## src/rtl/addr_case_pkg.sv

```systemverilog
// -----------------------------------------------------------------------------
// addr_case_pkg
//
// Shared definitions for the address-keyed case pipeline:
//   - mode_e       : the four data transform modes carried in the low address
//                    bits of every input word.
//   - MODE_LSB/MSB : where the mode field sits inside the address.
//   - ch_width()   : channel-tag width for a given channel count.
//
// Optional feature macro used by users of this package: ADDR_CASE_SAT_CNT_EN.
// -----------------------------------------------------------------------------
package addr_case_pkg;

    // Transform selected by the two low address bits.
    typedef enum logic [1:0] {
        MODE_PASS = 2'd0,
        MODE_SAT  = 2'd1,
        MODE_INV  = 2'd2,
        MODE_SHR  = 2'd3
    } mode_e;

    // Mode field position inside the address word.
    localparam int MODE_LSB = 0;
    localparam int MODE_W   = 2;
    localparam int MODE_MSB = MODE_LSB + MODE_W - 1;

    // Width of the channel tag; a single channel still needs one bit so that
    // the tag vectors never collapse to zero width.
    function automatic int ch_width(input int num_ch);
        return (num_ch < 2) ? 1 : $clog2(num_ch);
    endfunction

endpackage

```

## src/rtl/addr_case_pipe_sync_fifo_sa.sv

```systemverilog
// -----------------------------------------------------------------------------
// sync_fifo_sa
//
// Show-ahead synchronous FIFO. The oldest entry is always presented on
// head_data, so a consumer sees the word in the same cycle that empty drops;
// pop simply retires it. Reusable outside this pipeline.
//
// Parameters:
//   WIDTH : entry width in bits.
//   DEPTH : number of entries; power of 2, at least 2, so pointers wrap
//           naturally.
//
// Ports:
//   sclk      in   clock, rising edge.
//   rst       in   synchronous active-high reset; empties the FIFO.
//   push      in   write push_data at this edge (ignored when full unless a
//                  pop happens in the same cycle).
//   push_data in   WIDTH  entry to write.
//   pop       in   retire the head entry at this edge (ignored when empty).
//   head_data out  WIDTH  oldest entry; reads as zero while empty.
//   empty     out  no entries stored.
//   full      out  DEPTH entries stored.
//   count     out  number of stored entries.
// -----------------------------------------------------------------------------
module sync_fifo_sa #(
    parameter  int WIDTH = 8,
    parameter  int DEPTH = 4,
    localparam int PTRW  = $clog2(DEPTH),
    localparam int CNTW  = $clog2(DEPTH + 1)
) (
    input  logic             sclk,
    input  logic             rst,
    input  logic             push,
    input  logic [WIDTH-1:0] push_data,
    input  logic             pop,
    output logic [WIDTH-1:0] head_data,
    output logic             empty,
    output logic             full,
    output logic [CNTW-1:0]  count
);

    logic [WIDTH-1:0] mem [DEPTH];
    logic [PTRW-1:0]  wr_ptr;
    logic [PTRW-1:0]  rd_ptr;
    logic             do_push;
    logic             do_pop;

    assign empty = (count == '0);
    assign full  = (count == CNTW'(DEPTH));

    // A push into a full FIFO is still safe when the head is leaving in the
    // same cycle: the freed slot is the one the write pointer points at.
    assign do_push = push && (!full || pop);
    assign do_pop  = pop && !empty;

    // Zeroing the head while empty keeps the outputs clean after reset and
    // between bursts, without having to reset the storage array.
    assign head_data = empty ? '0 : mem[rd_ptr];

    // Storage array: written only, never reset.
    always_ff @(posedge sclk) begin
        if (do_push) begin
            mem[wr_ptr] <= push_data;
        end
    end

    // Pointers and occupancy. DEPTH is a power of two, so the pointers wrap
    // modulo DEPTH by plain overflow.
    always_ff @(posedge sclk) begin
        if (rst) begin
            wr_ptr <= '0;
            rd_ptr <= '0;
            count  <= '0;
        end else begin
            if (do_push) begin
                wr_ptr <= wr_ptr + PTRW'(1);
            end
            if (do_pop) begin
                rd_ptr <= rd_ptr + PTRW'(1);
            end
            unique case ({do_push, do_pop})
                2'b10:   count <= count + CNTW'(1);
                2'b01:   count <= count - CNTW'(1);
                default: count <= count;
            endcase
        end
    end

endmodule

```

## src/rtl/addr_case_pipe.sv

```systemverilog
// -----------------------------------------------------------------------------
// addr_case_pipe
//
// Accepts an (address, wide data) stream, decodes a channel tag and a
// transform mode from the address, narrows the data through the selected
// transform in one registered stage and queues the result in a show-ahead
// output FIFO with ready/valid handshakes on both sides.
//
// Address layout: [AW-1 -: CHW] = channel, [1:0] = mode (see addr_case_pkg).
// Modes: PASS = low bits, SAT = clamp to all-ones, INV = inverted low bits,
//        SHR = top DW_OUT bits.
//
// Parameters:
//   DW_IN  : input data width, must exceed DW_OUT.
//   DW_OUT : output data width.
//   AW     : address width.
//   NUM_CH : channel count, power of 2, at least 2.
//   DEPTH  : output FIFO depth, power of 2, at least 2.
//
// Ports:
//   sclk      in   clock, rising edge.
//   rst       in   synchronous active-high reset; drops all buffered words.
//   i_valid   in   input word present.
//   i_ready   out  an input word can be accepted this cycle.
//   i_addr    in   AW      channel / mode address.
//   i_data    in   DW_IN   input word.
//   i_ch_en   in   NUM_CH  per-channel enable, sampled at accept.
//   o_dv      out  output word valid.
//   o_ready   in   downstream accepts the output word.
//   o_data    out  DW_OUT  transformed word.
//   o_ch      out  CHW     channel tag of o_data.
//   o_sat_cnt out  16      saturation event counter (only with the macro
//                          ADDR_CASE_SAT_CNT_EN defined).
//
// Optional feature: define ADDR_CASE_SAT_CNT_EN to add o_sat_cnt, a sticky
// 16-bit count of accepted, enabled SAT-mode words that had to be clamped.
// -----------------------------------------------------------------------------
module addr_case_pipe
    import addr_case_pkg::*;
#(
    parameter  int DW_IN  = 10,
    parameter  int DW_OUT = 8,
    parameter  int AW     = 8,
    parameter  int NUM_CH = 4,
    parameter  int DEPTH  = 4,
    localparam int CHW    = ch_width(NUM_CH)
) (
    input  logic              sclk,
    input  logic              rst,
    input  logic              i_valid,
    output logic              i_ready,
    input  logic [AW-1:0]     i_addr,
    input  logic [DW_IN-1:0]  i_data,
    input  logic [NUM_CH-1:0] i_ch_en,
    output logic              o_dv,
    input  logic              o_ready,
    output logic [DW_OUT-1:0] o_data,
    output logic [CHW-1:0]    o_ch
`ifdef ADDR_CASE_SAT_CNT_EN
   ,output logic [15:0]       o_sat_cnt
`endif
);

    localparam int CNTW  = $clog2(DEPTH + 1);
    localparam int OCCW  = CNTW + 1;
    localparam int SHIFT = DW_IN - DW_OUT;
    localparam int FW    = CHW + DW_OUT;

    // Decoded view of the word currently on the input.
    logic [CHW-1:0]    in_ch;
    mode_e             in_mode;
    logic              in_en;
    logic              sat_hit;
    logic [DW_IN-1:0]  shr_full;
    logic [DW_OUT-1:0] xform;
    logic              accept;

    // Registered compute stage.
    logic              stage_v;
    logic [DW_OUT-1:0] stage_data;
    logic [CHW-1:0]    stage_ch;

    // Output FIFO interface.
    logic [FW-1:0]     fifo_head;
    logic              fifo_empty;
    logic              fifo_full;
    logic [CNTW-1:0]   fifo_count;
    logic              fifo_pop;
    logic [OCCW-1:0]   occupancy;

    // Only the channel and mode fields of the address carry meaning; the
    // remaining bits are deliberately ignored.
    logic              unused_addr;
    assign unused_addr = ^i_addr;

    assign in_ch    = i_addr[AW-1 -: CHW];
    assign in_mode  = mode_e'(i_addr[MODE_MSB:MODE_LSB]);
    assign in_en    = i_ch_en[in_ch];
    // Any set bit above the output width means the value exceeds the
    // largest representable output, i.e. it must be clamped in SAT mode.
    assign sat_hit  = |i_data[DW_IN-1:DW_OUT];
    assign shr_full = i_data >> SHIFT;

    // Transform the incoming word according to its address mode.
    always_comb begin
        xform = i_data[DW_OUT-1:0];
        unique case (in_mode)
            MODE_PASS: xform = i_data[DW_OUT-1:0];
            MODE_SAT:  xform = sat_hit ? '1 : i_data[DW_OUT-1:0];
            MODE_INV:  xform = ~i_data[DW_OUT-1:0];
            MODE_SHR:  xform = shr_full[DW_OUT-1:0];
            default:   xform = i_data[DW_OUT-1:0];
        endcase
    end

    // Input handshake. Room is counted over everything already committed to
    // the FIFO: the stored words plus the one sitting in the compute stage.
    // It does not credit a pop in the same cycle, which keeps i_ready free of
    // any combinational path from o_ready. The explicit full term is implied
    // by the occupancy test and only guards the push path.
    assign occupancy = OCCW'(fifo_count) + OCCW'(stage_v);
    assign i_ready   = !rst && !fifo_full && (occupancy < OCCW'(DEPTH));
    assign accept    = i_valid && i_ready;

    // Compute stage. Words on disabled channels are still accepted (the
    // source is never stalled by them) but never become valid.
    always_ff @(posedge sclk) begin
        if (rst) begin
            stage_v    <= 1'b0;
            stage_data <= '0;
            stage_ch   <= '0;
        end else if (accept) begin
            stage_v    <= in_en;
            stage_data <= xform;
            stage_ch   <= in_ch;
        end else begin
            stage_v    <= 1'b0;
        end
    end

    // Output queue; the head is presented directly on the outputs, so the
    // word and tag stay put while the consumer stalls.
    assign fifo_pop = o_dv && o_ready;

    sync_fifo_sa #(
        .WIDTH (FW),
        .DEPTH (DEPTH)
    ) u_fifo (
        .sclk      (sclk),
        .rst       (rst),
        .push      (stage_v),
        .push_data ({stage_ch, stage_data}),
        .pop       (fifo_pop),
        .head_data (fifo_head),
        .empty     (fifo_empty),
        .full      (fifo_full),
        .count     (fifo_count)
    );

    assign o_dv   = !fifo_empty;
    assign o_ch   = fifo_head[FW-1 -: CHW];
    assign o_data = fifo_head[DW_OUT-1:0];

`ifdef ADDR_CASE_SAT_CNT_EN
    // Clamp event counter: sticks at all-ones rather than wrapping so that a
    // long run never looks like a quiet one.
    always_ff @(posedge sclk) begin
        if (rst) begin
            o_sat_cnt <= '0;
        end else if (accept && in_en && (in_mode == MODE_SAT) && sat_hit
                     && (o_sat_cnt != 16'hFFFF)) begin
            o_sat_cnt <= o_sat_cnt + 16'd1;
        end
    end
`endif

endmodule

```

## config.mk

```make
export PLATFORM = sky130hd
export DESIGN_NAME = addr_case_pipe
export DESIGN_NICKNAME = d
export VERILOG_FILES = /design/src/rtl/addr_case_pkg.sv /design/src/rtl/addr_case_pipe_sync_fifo_sa.sv /design/src/rtl/addr_case_pipe.sv
export SDC_FILE = /design/constraint.sdc
export NUM_CORES = 1
export LEC_CHECK = 0
export CAP_MARGIN = 15
export CORE_MARGIN = 2
export CORE_UTILIZATION = 56
export DETAILED_ROUTE_END_ITERATION = 16
export DONT_BUFFER_PORTS = 1
export HOLD_SLACK_MARGIN = 0.02
export PLACE_DENSITY = 0.83
export SLEW_MARGIN = 20
export SYNTH_ARGS = -nofsm -noshare
export SYNTH_HDL_FRONTEND = slang
export SYNTH_SLANG_ARGS = --single-unit
```

## constraint.sdc

```tcl
create_clock -name sclk -period 2.3 [get_ports sclk]
set_clock_uncertainty 0.2 [all_clocks]
set_input_delay 0.23 -clock sclk [delete_from_list [all_inputs] [get_ports sclk]]
set_output_delay 0.23 -clock sclk [all_outputs]
set_load 0.02 [all_outputs]
```

After elaboration in Yosys (flattened, before gate mapping) --
Memory sizes are Yosys's and may differ from the RTL's. A register that Yosys moved wholly into a read port is not among the register bits. Index checks and enable logic that the tools add are counted.
Word-level totals: register bits 18, latch bits 0, memory bits (writable) 40, bits in read-only memories 0, input bits 26, output and inout port bits 12, logic and storage cells 47, memories 1
Cells by class: $add $sub $neg 5, multipliers 0, div/mod/pow operators 0, magnitude comparators 2, eq/ne operators 6, shifts and indexed selects 0, multiplexer cells 10, bitwise logic cells 2, reduce and logical (&&, ||, !) cells 15
Memories:
- u_fifo.mem | depth 4, width 10, read ports 1, clocked after Yosys merged registers in 1, write ports 1, RTL line addr_case_pipe_sync_fifo_sa.sv:42 | logic [WIDTH-1:0] mem [DEPTH];
Operators with widths (number):
- $pmux 8 s4 | 1
- $mux 10 | 1
- $mux 8 | 1
- $not 8->8 | 1
- $eq 2x2->1 const B | 3
- $logic_and 1x1->1 | 6
- $pmux 3 s2 | 1
- $add 2x1->2 const B | 2
- $add 3x1->4 | 1
- $eq 2x1->1 const B | 2
- $lt 4x3->1 const B | 1
- $mux 2 | 2
- $reduce_or 2->1 | 2
- $add 3x1->3 const B | 1
- $eq 3x3->1 const B | 1
- $logic_not 1->1 | 3
- $logic_not 3->1 | 1
- $lt 2x3->1 const B | 1
- $mux 1 | 3
- $sub 3x1->3 const B | 1
- $bmux 1 s2 | 1
- $logic_not 2->1 | 1
- $reduce_bool 2->1 | 1
- $logic_or 1x1->1 | 1
- $not 1->1 | 1

Longest topological paths before layout --
word-level depth 7, gate-level depth with buffers 10, mapped depth without buffers 9

Cells and area by module --
A second synthesis with hierarchy kept.
Unflattened totals: cells, all modules 203, area total of the unflattened synthesis 2786.4 um2
By module, submodules not included:
- sync_fifo_sa | instances 1, cells an instance 117, area each 2015.7 um2, seq. area each 1381.3 um2
- addr_case_pipe | instances 1, cells an instance 86, area each 770.7 um2, seq. area each 220.2 um2

Least setup slack after synthesis --
Ideal clock, no wire load.
path type register to register, start register u_fifo.count[0], end register u_fifo.count[2], library setup time 0.071 ns, data arrival time 2.072 ns, required time 2.029 ns, slack -0.043 ns, cell stages (with the launch flop) 11, buffers on the path 1, clock period less this slack 2.343 ns, cells stage by stage dfxtp_1 buf_2 nor4b_1 nor2_1 inv_1 ha_1 inv_1 fa_1 xor2_1 or3_1 a21oi_1
On the way: longest elaborated chain between the ends 7, elaborated cells between the ends (all ways) 14, classes of those cells add/sub (2); eq/ne (3); mux (1); reduce/logical (8)
Ends and longest elaborated chain:
- start: declaration | RTL line addr_case_pipe_sync_fifo_sa.sv:39 | output logic [CNTW-1:0] count
- start signal: assignment | RTL line addr_case_pipe_sync_fifo_sa.sv:82 | 2'b10: count <= count + CNTW'(1);
- start signal: assignment | RTL line addr_case_pipe_sync_fifo_sa.sv:83 | 2'b01: count <= count - CNTW'(1);
- start signal: assignment | RTL line addr_case_pipe_sync_fifo_sa.sv:84 | default: count <= count;
- $logic_not 3->1 | RTL line addr_case_pipe_sync_fifo_sa.sv:48 | assign empty = (count == '0);
- $logic_not 1->1 | RTL line addr_case_pipe_sync_fifo_sa.sv:54, addr_case_pipe.sv:160
- $logic_and 1x1->1 | RTL line addr_case_pipe.sv:143 | assign fifo_pop = o_dv && o_ready;
- $logic_or 1x1->1 | RTL line addr_case_pipe_sync_fifo_sa.sv:53 | assign do_push = push && (!full || pop);
- $logic_and 1x1->1 | RTL line addr_case_pipe_sync_fifo_sa.sv:53
- $eq 2x1->1 / $eq 2x2->1 (equally long branches) | RTL line addr_case_pipe_sync_fifo_sa.sv:81 | unique case ({do_push, do_pop})
- $pmux 3 s2 / $reduce_bool 2->1 (equally long branches)
Parallel ways exist; a longest one is shown, timed or not. A chain may end at the register's enable or synchronous reset.

Worst setup path after layout --
start register u_fifo.count[1], end register stage_data[7]
On the way: longest elaborated chain between the ends 5, elaborated cells between the ends (all ways) 7, classes of those cells add/sub (1); order compare (1); eq/ne (1); reduce/logical (4)
Ends and longest elaborated chain:
- parallel branches: the longest is 3 deep, another holds $add 3x1->4
- $logic_and 1x1->1 * | RTL line addr_case_pipe.sv:122 | assign i_ready = !rst && !fifo_full && (occupancy < OCCW'(DEPTH));
- via i_ready | RTL line addr_case_pipe.sv:51 | output logic i_ready,
- $logic_and 1x1->1 * | RTL line addr_case_pipe.sv:123 | assign accept = i_valid && i_ready;
- end signal: assignment | RTL line addr_case_pipe.sv:134 | stage_data <= xform;
- end: declaration | RTL line addr_case_pipe.sv:80 | logic [DW_OUT-1:0] stage_data;
Mark *: on every way through the listed nets, which the timed path passes.

==> metrics.yaml <==
status: "completed"
yosysUniqueCellTypes: 35
cts_made_buffers: 9
grt_pass1_wl_um: 7672
ys_warn_count: 0
worstPathRequired_ns: 2.36
tns_ns: 0
dp_worst_setup_slack_ns: 0.06026
area_growth_syn_to_layout_pct: 16.64
grt_pass1_vias: 1650
power.switching_uw: 793.2
gp_congestion: 0.7684
synth_seq_area_share: 0.5931
diodes: 0
core_area_mm2: 0.004692
powerDensity_mw_per_mm2: 888.2
wl_per_cell_um: 16.95
drt_pre_antenna_iters: 4
fill_cells: 325
worst_slack_ns: 0.07701
antenna_found_initial: 0
setup-violations-final: 0
cp-start-kind: "flip-flop"
synth_mux_area_frac: 0.09175
dieArea_mm2: 0.005393
p_comb_frac: 0.238
htreeDepth: 3
first_iter_violations: 77
p_int_uw: 2004
finalPower_uw: 2797
peakVddDrop_mv: 0.4905
hold_viol: 0
sequentialPowerShare: 0.462
synthAdderAreaFrac: 0.03058
cts_root_buffer: "clkbuf_8"
maxCapViolations: 0
synth_area_mm2: 0.002700
overflow: 0
die_w_um: 73.44
post_dp_cell_area_mm2: 0.002753
vias_per_cell: 5.881
synth_top_family_by_area: "simple AND/OR/NAND/NOR gates"
slew_viol_final: 0
worst_pin_slew_ns: 0.5594
clockBufferDepth: 2
synth_xor_area_frac: 0.01297
cts.sinks: 60
cp_max_fo: 9
fin_crit_ns: 2.223
endpoint_kind: "flip-flop"
synth_compound_area_frac: 0.1029
ys_ff_latch: 60
layout.nets: 259
drc: 0
io_pins: 38
arrival_ns: 2.28
via_count: 1676
synth-simple-area-share: 0.1270
clk_latency_ns: 0.32
fin_area_mm2: 0.003149
fmaxAchievable_ghz: 0.4498
crit_type: "flip-flop to flip-flop"
p_sw_frac: 0.2836
antenna_left: 0
slew_headroom: 0.6258
die_h_um: 73.44
cts_tree: "yes"
drive_gt1_frac: 0.1861
hpwl_um: 3068
leakage_uw: 0.001119
syn_avg_cell_area_um2: 13.43
core.rowCount: 25
worstHoldPathType: "input pin to flip-flop"
track_usage: 0.1934
synth_nets: 233
io_buffers: 0
grt_max_degree: 19
synthCells: 201
power.clock.fraction: 0.300
clk_pin_slew_ns: 0.06
routed_wl_um: 4831
start_util: 0.5755
finalCritPeriodShare: 0.9665
timing repair:
| item | in CTS | in global routing |
|---|---|---|
| gates resized for setup | 0 | 9 |
| endpoints found under the hold margin | 20 | 1 |
| hold buffers | 18 | 1 |
| setup buffers | 0 | 0 |
| endpoints found under the setup margin | 0 | 5 |
stage by stage:
step	cells	hold WS, ns	utilization
final	285	0.03760	0.6712
after global routing	285	0.04599	0.6712
after CTS	284	0.02017	0.6621
after detailed placement	251	0.1032	0.5867
after global placement	251	0.1020	0.5867
after floorplan	201	0.1777	-
synth_stat cells:
cell / n / share of area
edfxtp_1: 40 / 0.44
dfxtp_1: 20 / 0.15
nand2b_1: 12 / 0.028
a21oi_1: 11 / 0.020
mux4_2: 11 / 0.092
nor2b_1: 11 / 0.025
inv_1: 10 / 0.014
o21ai_0: 10 / 0.019
nor2_1: 8 / 0.011
nor3_1: 6 / 0.011
o31ai_1: 6 / 0.017
a21boi_0: 5 / 0.014
and3_1: 5 / 0.012
ha_1: 5 / 0.023
and2b_1: 4 / 0.011
clkbuf_1: 4 / 0.0056
nand3_1: 4 / 0.0074
xor2_1: 4 / 0.013
buf_6: 3 / 0.013
nand2_1: 3 / 0.0042
a211oi_1: 2 / 0.0056
buf_2: 2 / 0.0037
o221a_2: 2 / 0.0083
or3_1: 2 / 0.0046
a311o_4: 1 / 0.0074
a31o_2: 1 / 0.0032
buf_4: 1 / 0.0028
clkinv_4: 1 / 0.0032
fa_1: 1 / 0.0074
nand2_4: 1 / 0.0042
nor4b_1: 1 / 0.0032
o211ai_1: 1 / 0.0028
o21a_1: 1 / 0.0028
o311ai_0: 1 / 0.0032
or4b_4: 1 / 0.0051
state kept, by name (all words and copies together) (netlist names), named ones only:
register       cells
u_fifo.count       3
u_fifo.mem        40
stage_ch           2
stage_v            1
u_fifo.wr_ptr      2
u_fifo.rd_ptr      2
stage_data         8
metal layers:
metal	routed length (um)	track usage	up-vias
met5	0	0	-
met4	48	0.07273	0
met3	227	0.06310	7
met2	2445	0.3153	55
met1	2109	0.2421	817
li1	-	-	797
power by group through the flow:
stage                     clock (uW)  combinational, uW  sequential [uW]
final                            839                665             1290
after floorplan                    0                526             1280
after global placement             0                589             1300
after global routing             916                729             1300
after detailed placement           0                610             1310
after CTS                        860                652             1280
kinds of logic (layout without fill, tap and decap cells):
| logic type | after synthesis | in the layout |
|---|---|---|
| buffers and inverters | 21 | 51 |
| adder cells (fa/ha/maj) | 6 | 6 |
| multiplexers | 11 | 11 |
| flip-flops | 60 | 60 |
| AND/OR/NAND/NOR | 58 | 58 |
| AO/OA/AOI/OAI | 41 | 41 |
| XOR/XNOR | 4 | 4 |
worst max-delay path, stage by stage (launching register included):
cell,delay [ns]
dfxtp_4,0.37
buf_4,0.15
a311o_4,0.42
clkinv_4,0.13
a21oi_1,0.10
a211oi_2,0.22
dlygate4sd3_1,0.58
worst paths after layout:
path	startpoint	cells after the start	to	slack (ns)
worst max register to register	u_fifo.count[1]	6	stage_data[7]	0.08
worst min register to register	stage_data[4]	0	u_fifo.mem[2][4]	0.32
worst min-delay path	rst	3	stage_data[1]	0.04
worst max-delay path	u_fifo.count[1]	6	stage_data[7]	0.08
final cells by class:
| class | instances | area, um2 | share of cell area |
|---|---|---|---|
| sequential | 60 | 1607 | 0.5101 |
| multi-input combinational | 120 | 1020 | 0.3238 |
| timing repair buffer | 25 | 235.2 | 0.07469 |
| clock buffer | 11 | 131.4 | 0.04172 |
| tap | 54 | 67.56 | 0.02145 |
| inverter | 11 | 46.29 | 0.01470 |
| clock inverter | 4 | 42.54 | 0.01351 |
cell usage in the layout, fill, tap and decap left out, types with 2 or more instances in the layout:
cell type / synthesis / routed
a21boi_0: 5 / 5
a21oi_1: 11 / 10
and2b_1: 4 / 4
and3_1: 5 / 5
buf_4: 1 / 6
clkbuf_1: 4 / 2
clkbuf_8: 0 / 9
clkinv_1: 0 / 2
dfxtp_1: 20 / 18
dlygate4sd3_1: 0 / 19
edfxtp_1: 40 / 40
ha_1: 5 / 4
inv_1: 10 / 10
mux4_2: 11 / 11
nand2_1: 3 / 3
nand2b_1: 12 / 12
nand3_1: 4 / 4
nor2_1: 8 / 8
nor2b_1: 11 / 11
nor3_1: 6 / 6
o21ai_0: 10 / 10
o221a_2: 2 / 2
o31ai_1: 6 / 5
or3_1: 2 / 2
xor2_1: 4 / 4
Note: power is estimated with default switching activity, not from simulation.
